[src/rtl/serial_subtractor.sv]
// Digit-serial subtractor: D = A - B - bin over WIDTH bits, DIGIT bits per clock,
// with a registered borrow chain and valid/ready handshakes on both sides.
module serial_subtractor #(
   parameter int unsigned WIDTH = 8,
   parameter int unsigned DIGIT = 1
) (
   input  logic             clk,
   input  logic             rst_n,
   input  logic             in_valid,
   output logic             in_ready,
   input  logic [WIDTH-1:0] a,
   input  logic [WIDTH-1:0] b,
   input  logic             bin,
   output logic             out_valid,
   input  logic             out_ready,
   output logic [WIDTH-1:0] diff,
   output logic             borrow_out,
   output logic             zero
);

   localparam int unsigned STEPS = WIDTH / DIGIT;
   localparam int unsigned CW    = (STEPS > 1) ? $clog2(STEPS) : 1;

   typedef enum logic [1:0] {StIdle, StBusy, StDone} state_e;

   state_e           state_q, state_d;
   logic [WIDTH-1:0] a_q, a_d;
   logic [WIDTH-1:0] b_q, b_d;
   logic [WIDTH-1:0] acc_q, acc_d;
   logic [WIDTH-1:0] diff_q, diff_d;
   logic             brw_q, brw_d;
   logic             bo_q, bo_d;
   logic             zero_q, zero_d;
   logic [CW-1:0]    count_q, count_d;
   logic [DIGIT:0]   slice;
   logic             last;

   always_comb begin
      // One DIGIT-wide slice, computed one bit wider so the top bit is the borrow
      slice = {1'b0, a_q[DIGIT-1:0]} - {1'b0, b_q[DIGIT-1:0]} - {{DIGIT{1'b0}}, brw_q};
      last  = (count_q == CW'(STEPS - 1));

      state_d = state_q;
      a_d     = a_q;
      b_d     = b_q;
      acc_d   = acc_q;
      diff_d  = diff_q;
      brw_d   = brw_q;
      bo_d    = bo_q;
      zero_d  = zero_q;
      count_d = count_q;

      case (state_q)
         StIdle: begin
            if (in_valid) begin
               a_d     = a;
               b_d     = b;
               brw_d   = bin;
               acc_d   = '0;
               count_d = '0;
               state_d = StBusy;
            end
         end
         StBusy: begin
            a_d   = a_q >> DIGIT;
            b_d   = b_q >> DIGIT;
            brw_d = slice[DIGIT];
            acc_d = (acc_q >> DIGIT) | (WIDTH'(slice[DIGIT-1:0]) << (WIDTH - DIGIT));
            if (last) begin
               // Publish into the output registers so results hold while the next op runs
               count_d = '0;
               diff_d  = acc_d;
               bo_d    = slice[DIGIT];
               zero_d  = (acc_d == '0);
               state_d = StDone;
            end else begin
               count_d = count_q + 1'b1;
            end
         end
         StDone: begin
            if (out_ready) begin
               state_d = StIdle;
            end
         end
         default: state_d = StIdle;
      endcase
   end

   always_ff @(posedge clk or negedge rst_n) begin
      if (!rst_n) begin
         state_q <= StIdle;
         a_q     <= '0;
         b_q     <= '0;
         acc_q   <= '0;
         diff_q  <= '0;
         brw_q   <= 1'b0;
         bo_q    <= 1'b0;
         zero_q  <= 1'b0;
         count_q <= '0;
      end else begin
         state_q <= state_d;
         a_q     <= a_d;
         b_q     <= b_d;
         acc_q   <= acc_d;
         diff_q  <= diff_d;
         brw_q   <= brw_d;
         bo_q    <= bo_d;
         zero_q  <= zero_d;
         count_q <= count_d;
      end
   end

   assign in_ready   = (state_q == StIdle);
   assign out_valid  = (state_q == StDone);
   assign diff       = diff_q;
   assign borrow_out = bo_q;
   assign zero       = zero_q;

endmodule

[config.mk]
export PLATFORM = sky130hd
export DESIGN_NAME = serial_subtractor
export DESIGN_NICKNAME = d
export VERILOG_FILES = /design/src/rtl/serial_subtractor.sv
export SDC_FILE = /design/constraint.sdc
export NUM_CORES = 1
export LEC_CHECK = 0
export ABC_AREA = 1
export CORE_MARGIN = 1
export CORE_UTILIZATION = 56
export CTS_CLUSTER_SIZE = 14
export DETAILED_ROUTE_END_ITERATION = 16
export PLACE_DENSITY = 0.84
export SYNTH_ARGS = -nofsm -noshare
export SYNTH_HDL_FRONTEND = slang
export SYNTH_SLANG_ARGS = --single-unit
[constraint.sdc]
create_clock -name clk -period 3.1 [get_ports clk]
set_input_delay 0.31 -clock clk [delete_from_list [all_inputs] [get_ports clk]]
set_output_delay 0.31 -clock clk [all_outputs]
set_load 0.05 [all_outputs]
==> flow_metrics.env, run 1 <==
export IMPL_outcome="completed"
export IMPL_worst_pin_slew_ps=833
export IMPL_clk_pin_slew_ps=110
export IMPL_number_of_nets_with_antenna_violations_after_detailed_routing=0
export IMPL_p_sw_frac=0.443
export IMPL_path_max_fanout=10
export IMPL_netlist_cell_type_count=21
export IMPL_async_flop_share=1.00
export IMPL_synth_nets=250
export IMPL_p_sw_mw=1.02
export IMPL_synth_seq_area_share=0.509
export IMPL_floorplan_initialDensity=0.608
export IMPL_route_final_wire_length_mm=3.11
export IMPL_cts_root_buffer_cell="clkbuf_4"
export IMPL_min_period_over_period=0.739
export IMPL_quantity_of_i_o_buffers_inserted_on_ports=32
export IMPL_placement_rows=20
export IMPL_worstSkewPairLatency_ps=320
export IMPL_post_dp_hpwl_mm=2.20
export IMPL_min_delay_path_class="primary input to async pin"
export IMPL_clkPwrFrac=0.123
export IMPL_worst_r2r_endpoint="a_q[1]$_DFFE_PN0P_"
export IMPL_final_cell_mix="nand2_1 (73), dfrtp_1 (39), clkdlybuf4s50_1 (31)"
export IMPL_via_count_of_the_first_global_routing_pass=1274
export IMPL_synthToLayoutAreaGrowth_pct=18.0
export IMPL_cts_setup_buffers=0
export IMPL_synth_warnings=0
export IMPL_drt_pass1_iterations=4
export IMPL_syn_avg_cell_area_um2=8.48
export IMPL_timing_worst_setup_path_type="flip-flop to primary output"
export IMPL_finalSetupViolations=0
export IMPL_rsz0062_at_grt="false"
export IMPL_r2r_start="state_q[0]$_DFFE_PN0P_"
export IMPL_sum_of_overflow_across_all_layers_after_global_routing=0
export IMPL_cts_htree_levels=2
export IMPL_viasPerCell=4.83
export IMPL_worst_ep_arrival_time_ps=1980
export IMPL_power_share_sequential=0.375
export IMPL_synth_edff_count=0
export IMPL_final_common_cell="nand2_1"
export IMPL_fmax_mhz=436
export IMPL_combinational_share_of_power=0.502
export IMPL_slew_headroom=0.445
export IMPL_endpoint_kind="primary output"
export IMPL_largest_net_degree_at_the_start_of_global_routing=40
export IMPL_synth_cell_area_mm2=0.00192
export IMPL_final_period_minus_worst_setup_slack_ps=2290
export IMPL_total_negative_slack_for_setup_checks_ps=0
export IMPL_syn_inst=226
export IMPL_finish_net_count=279
export IMPL_cts_sink_count=39
export IMPL_drive_above_1_share=0.129
export IMPL_boundaryPins=33
export IMPL_cts_buffers_inserted=5
export IMPL_grt_antenna_before_repair=0
export IMPL_tritoncts="done"
export IMPL_start_kind="flip-flop"
export IMPL_cts_hold_repair_buffers=0
export IMPL_total_leakage_power_nw=1.15
export IMPL_grt_pass1_wl_mm=5.42
export IMPL_clockBufferDepth=2
export IMPL_detail_route_drc_violations=0
export IMPL_worst_r2r_path_depth=4
export IMPL_drt_iter0_drc=68
export IMPL_worst_ep_required_time_ps=2790
export IMPL_diodes=0
export IMPL_design_core_area_mm2=0.00315
export IMPL_layout_cells_non_filler=300
export IMPL_cts_repair_resized=0
export IMPL_synth_top_flop_cell="dfrtp_1"
export IMPL_clock_skew_ps=4.84
export IMPL_dp_cells=292
export IMPL_vdd_ir_drop_max_uv=503
export IMPL_die_w_um=60.5
export IMPL_num_vias=1449
export IMPL_die_height_um=60.5
export IMPL_total_power_mw=2.31
export IMPL_reg2reg_setup_slack_ps=1570
export IMPL_globalRouteTotalUtil=0.198
export IMPL_cellInternalPower_mw=1.28
export IMPL_place_gp_congestion=0.732
export IMPL_power_density_over_the_cells_mw_per_mm2=1020
export IMPL_die_area_mm2=0.00366
export IMPL_wl_per_cell_um=10.4
export IMPL_max_cap_violations=0
export IMPL_hold_vio_cnt_final=0
export IMPL_final_max_slew_violation_count=0
export IMPL_ys_ff_latch=39
[worst max-delay path by stage]
stage	from	end	depth (start not counted)
floorplan	state_q[0]$_DFFE_PN0P_	in_ready	2
global placement	state_q[0]$_DFFE_PN0P_	in_ready	2
detailed placement	state_q[0]$_DFFE_PN0P_	in_ready	2
CTS	state_q[0]$_DFFE_PN0P_	in_ready	2
global route	state_q[0]$_DFFE_PN0P_	in_ready	2
finish	state_q[0]$_DFFE_PN0P_	in_ready	2
[cell usage after synthesis, types with 2 or more instances]
master    n  area share
inv_4     2      0.0065
inv_1    28       0.055
o22ai_1   7       0.023
o21ai_0   3      0.0078
buf_4     3       0.012
ha_1      2       0.013
o21ai_2   9       0.041
dfrtp_1  39        0.51
buf_6     6       0.035
nand2_2  10       0.033
nor2_1   29       0.057
nand3_1   7       0.018
nand2_1  73        0.14
[kinds of logic (layout without fill, tap and decap cells)]
group,count (synthesis),after routing,share of synthesized area
adders and majority gates,3,3,0.0235
AOI/OAI and AO/OA,22,22,0.0869
buffers and inverters,41,71,0.113
DFF,39,39,0.509
and+or+nand+nor,121,121,0.267
[power by group through the flow]
stage | combinational (mW) | sequential [mW] | clock (mW)
finish | 1.16 | 0.864 | 0.284
global route | 1.31 | 0.889 | 0.316
CTS | 1.17 | 0.865 | 0.291
detailed placement | 1.17 | 0.874 | 0
global placement | 1.13 | 0.865 | 0
floorplan | 0.785 | 1.03 | 0
[critical path, stage by stage (launching register included)]
cell and delay, ps:
dfrtp_1 570, nor2_1 250, clkdlybuf4s50_1 840
[state kept, by name, indices dropped and copies added, names as in the netlist]
name	flops
zero	1
brw_q	1
a_q	8
b_q	8
acc_q	7
diff	8
borrow_out	1
count_q	3
state_q	2
[per-layer routing]
metal	global-route usage	share of wire
met3	0.0533	0.037
met2	0.331	0.47
met5	0	0
met1	0.259	0.48
met4	0.0487	0.0083
[metrics by stage]
stage,worst slack [ps],area [µm²],util,hold slack [ps]
floorplan,1570,1920,-,14.4
global placement,1210,2190,0.695,456
detailed placement,1170,2190,0.695,461
CTS,790,2260,0.717,102
global route,696,2260,0.717,119
finish,808,2260,0.717,75.7
[layout make-up]
type / count / area [µm²]
sequential: 39 / 976
fill: 274 / 893
multi-input combinational: 146 / 723
timing repair buffer: 32 / 315
inverter: 31 / 121
clock buffer: 8 / 68.8
tap: 44 / 55.1
Note: power is estimated with default switching activity, not from simulation.
==> run 2: changes to the inputs <==
CORE_UTILIZATION = 52   (was 56)
PLACE_DENSITY = 0.79   (was 0.84)
clock period = 2.2 ns   (was 3.1 ns; I/O delays follow)
==> run 2 against run 1 <==
Net effect:
- final cell count is 1.3% higher
- critical path depth increased by 1
- design area rose by 1.4%
- via count is 1.4% higher
- utilization decreased by 5.1 points
- sequential power increased by 39%
- sequential share of layout area is 0.59 points lower
- non-clock buffer count up 2
- flip-flop and latch count unchanged
- routed wire length increased by 8.4%
- clock-buffer cell count shrank 2
- die area grew 7.4%
- largest cell class unchanged
==> flow_metrics.env, run 2 (synthesized netlist as in run 1, its figures left out) <==
export IMPL_setup_slack_of_the_critical_path_after_layout_ps=326
export IMPL_slew_headroom=0.433
export IMPL_post_dp_hpwl_mm=2.28
export IMPL_layout_cells_non_filler=304
export IMPL_cts_sink_count=39
export IMPL_total_negative_slack_for_setup_checks_ps=0
export IMPL_drt_pass1_iterations=4
export IMPL_timing_critical_path_cells="inv_4 > nor2_1 > clkdlybuf4s50_1"
export IMPL_cts_htree_levels=2
export IMPL_total_leakage_power_nw=1.16
export IMPL_cts_root_buffer_cell="clkbuf_8"
export IMPL_timing_critical_path_slowest_stage_cell="clkdlybuf4s50_1"
export IMPL_num_vias=1469
export IMPL_worst_pin_slew_ps=850
export IMPL_die_height_um=62.7
export IMPL_timing_worst_setup_path_type="flip-flop to primary output"
export IMPL_reg2reg_setup_slack_ps=760
export IMPL_cts_hold_repair_buffers=0
export IMPL_outcome="completed"
export IMPL_globalRouteTotalUtil=0.196
export IMPL_floorplan_initialDensity=0.557
export IMPL_detail_route_drc_violations=0
export IMPL_placement_rows=21
export IMPL_wl_per_cell_um=11.1
export IMPL_grt_pass1_wl_mm=5.98
export IMPL_tritoncts="done"
export IMPL_fmax_mhz=534
export IMPL_min_period_over_period=0.852
export IMPL_cts_repair_resized=0
export IMPL_final_max_slew_violation_count=0
export IMPL_hold_vio_cnt_final=0
export IMPL_worst_r2r_path_depth=6
export IMPL_drive_above_1_share=0.140
export IMPL_clockBufferDepth=2
export IMPL_via_count_of_the_first_global_routing_pass=1413
export IMPL_r2r_start="a_q[0]$_DFFE_PN0P_"
export IMPL_dp_cells=296
export IMPL_dpl_worst_slack_ps=641
export IMPL_cts_setup_buffers=0
export IMPL_sum_of_overflow_across_all_layers_after_global_routing=0
export IMPL_drt_iter0_drc=53
export IMPL_critical_path_top_delay_family="buffers and inverters"
export IMPL_min_delay_path_class="primary input to async pin"
export IMPL_finalSetupViolations=0
export IMPL_worst_ep_required_time_ps=1980
export IMPL_grt_antenna_before_repair=0
export IMPL_worstSkewPairLatency_ps=290
export IMPL_place_gp_congestion=0.702
export IMPL_max_cap_violations=0
export IMPL_timing_critical_path_slowest_cell_delay_ps=800
export IMPL_rsz0062_at_grt="false"
export IMPL_boundaryPins=33
export IMPL_final_period_minus_worst_setup_slack_ps=1870
export IMPL_layout_core_utilization=0.666
export IMPL_start_kind="flip-flop"
export IMPL_endpoint_kind="primary output"
export IMPL_final_common_cell="nand2_1"
export IMPL_die_area_mm2=0.00393
export IMPL_worst_r2r_endpoint="zero$_DFFE_PN0P_"
export IMPL_synthToLayoutAreaGrowth_pct=19.6
export IMPL_clock_skew_ps=8.85
export IMPL_power_density_over_the_cells_mw_per_mm2=1470
export IMPL_path_max_fanout=5
export IMPL_largest_net_degree_at_the_start_of_global_routing=40
export IMPL_quantity_of_i_o_buffers_inserted_on_ports=32
export IMPL_finish_net_count=281
export IMPL_viasPerCell=4.83
export IMPL_worst_ep_arrival_time_ps=1650
export IMPL_vdd_ir_drop_max_uv=867
export IMPL_final_cell_mix="nand2_1 (73), dfrtp_1 (39), clkdlybuf4s50_1 (30)"
export IMPL_die_w_um=62.7
export IMPL_design_core_area_mm2=0.00344
export IMPL_diodes=0
export IMPL_number_of_nets_with_antenna_violations_after_detailed_routing=0
export IMPL_critPathBufInv=2
export IMPL_cts_buffers_inserted=5
export IMPL_route_final_wire_length_mm=3.38
export IMPL_clk_pin_slew_ps=80
==> run 2: layout make-up <==
cell class | count | area [µm²]
Fill cell | 294 | 1150
Inverter | 31 | 121
Tap cell | 46 | 57.6
Clock buffer | 6 | 72.6
Sequential cell | 39 | 976
Multi-Input combinational cell | 146 | 723
Clock inverter | 2 | 12.5
Timing Repair Buffer | 34 | 328
==> run 2: power by group <==
group	switching (mW)	internal [mW]	total, mW
Combinational	1.09	0.602	1.69
Clock	0.245	0.221	0.466
Sequential	0.164	1.04	1.20
Total	1.50	1.86	3.36
==> run 2: metal layers <==
metal  routed length (µm)  share of wire  vias up  GRT usage
li1                     -              -      746          -
met1                 1590           0.47      685      0.243
met2                 1610           0.48       31      0.317
met3                  113          0.033        7     0.0438
met4                   65          0.019        0      0.110
met5                    0              0        -          0
==> run 2: through the flow <==
step | hold WS (ps) | instance area, µm² | total power, mW
after global routing | 95.5 | 2290 | 3.63
after global placement | 376 | 2210 | 2.84
after CTS | 52.4 | 2290 | 3.39
after detailed placement | 375 | 2210 | 2.92
after floorplan | -75.6 | 1920 | 2.56
final | 24.5 | 2290 | 3.36
==> run 2: worst max-delay path by stage <==
stage | from | to | slack (ps) | cells past startpoint
4_1_cts | state_q[1]$_DFFE_PN0P_ | out_valid | 310 | 3
3_5_place_dp | state_q[1]$_DFFE_PN0P_ | out_valid | 640 | 3
5_1_grt | state_q[1]$_DFFE_PN0P_ | out_valid | 270 | 3
3_3_place_gp | state_q[1]$_DFFE_PN0P_ | out_valid | 630 | 3
2_1_floorplan | state_q[0]$_DFFE_PN0P_ | a_q[7]$_DFFE_PN0P_ | 670 | 4
6_report | state_q[1]$_DFFE_PN0P_ | out_valid | 330 | 3
==> run 2: worst register-to-register path, delay by kind of cell, from the launching register on <==
family / cells / cell delay (ps)
AND/OR/NAND/NOR: 4 / 350
adder cells (fa/ha/maj): 1 / 620
flip-flops: 1 / 350
buffers and inverters: 1 / 60
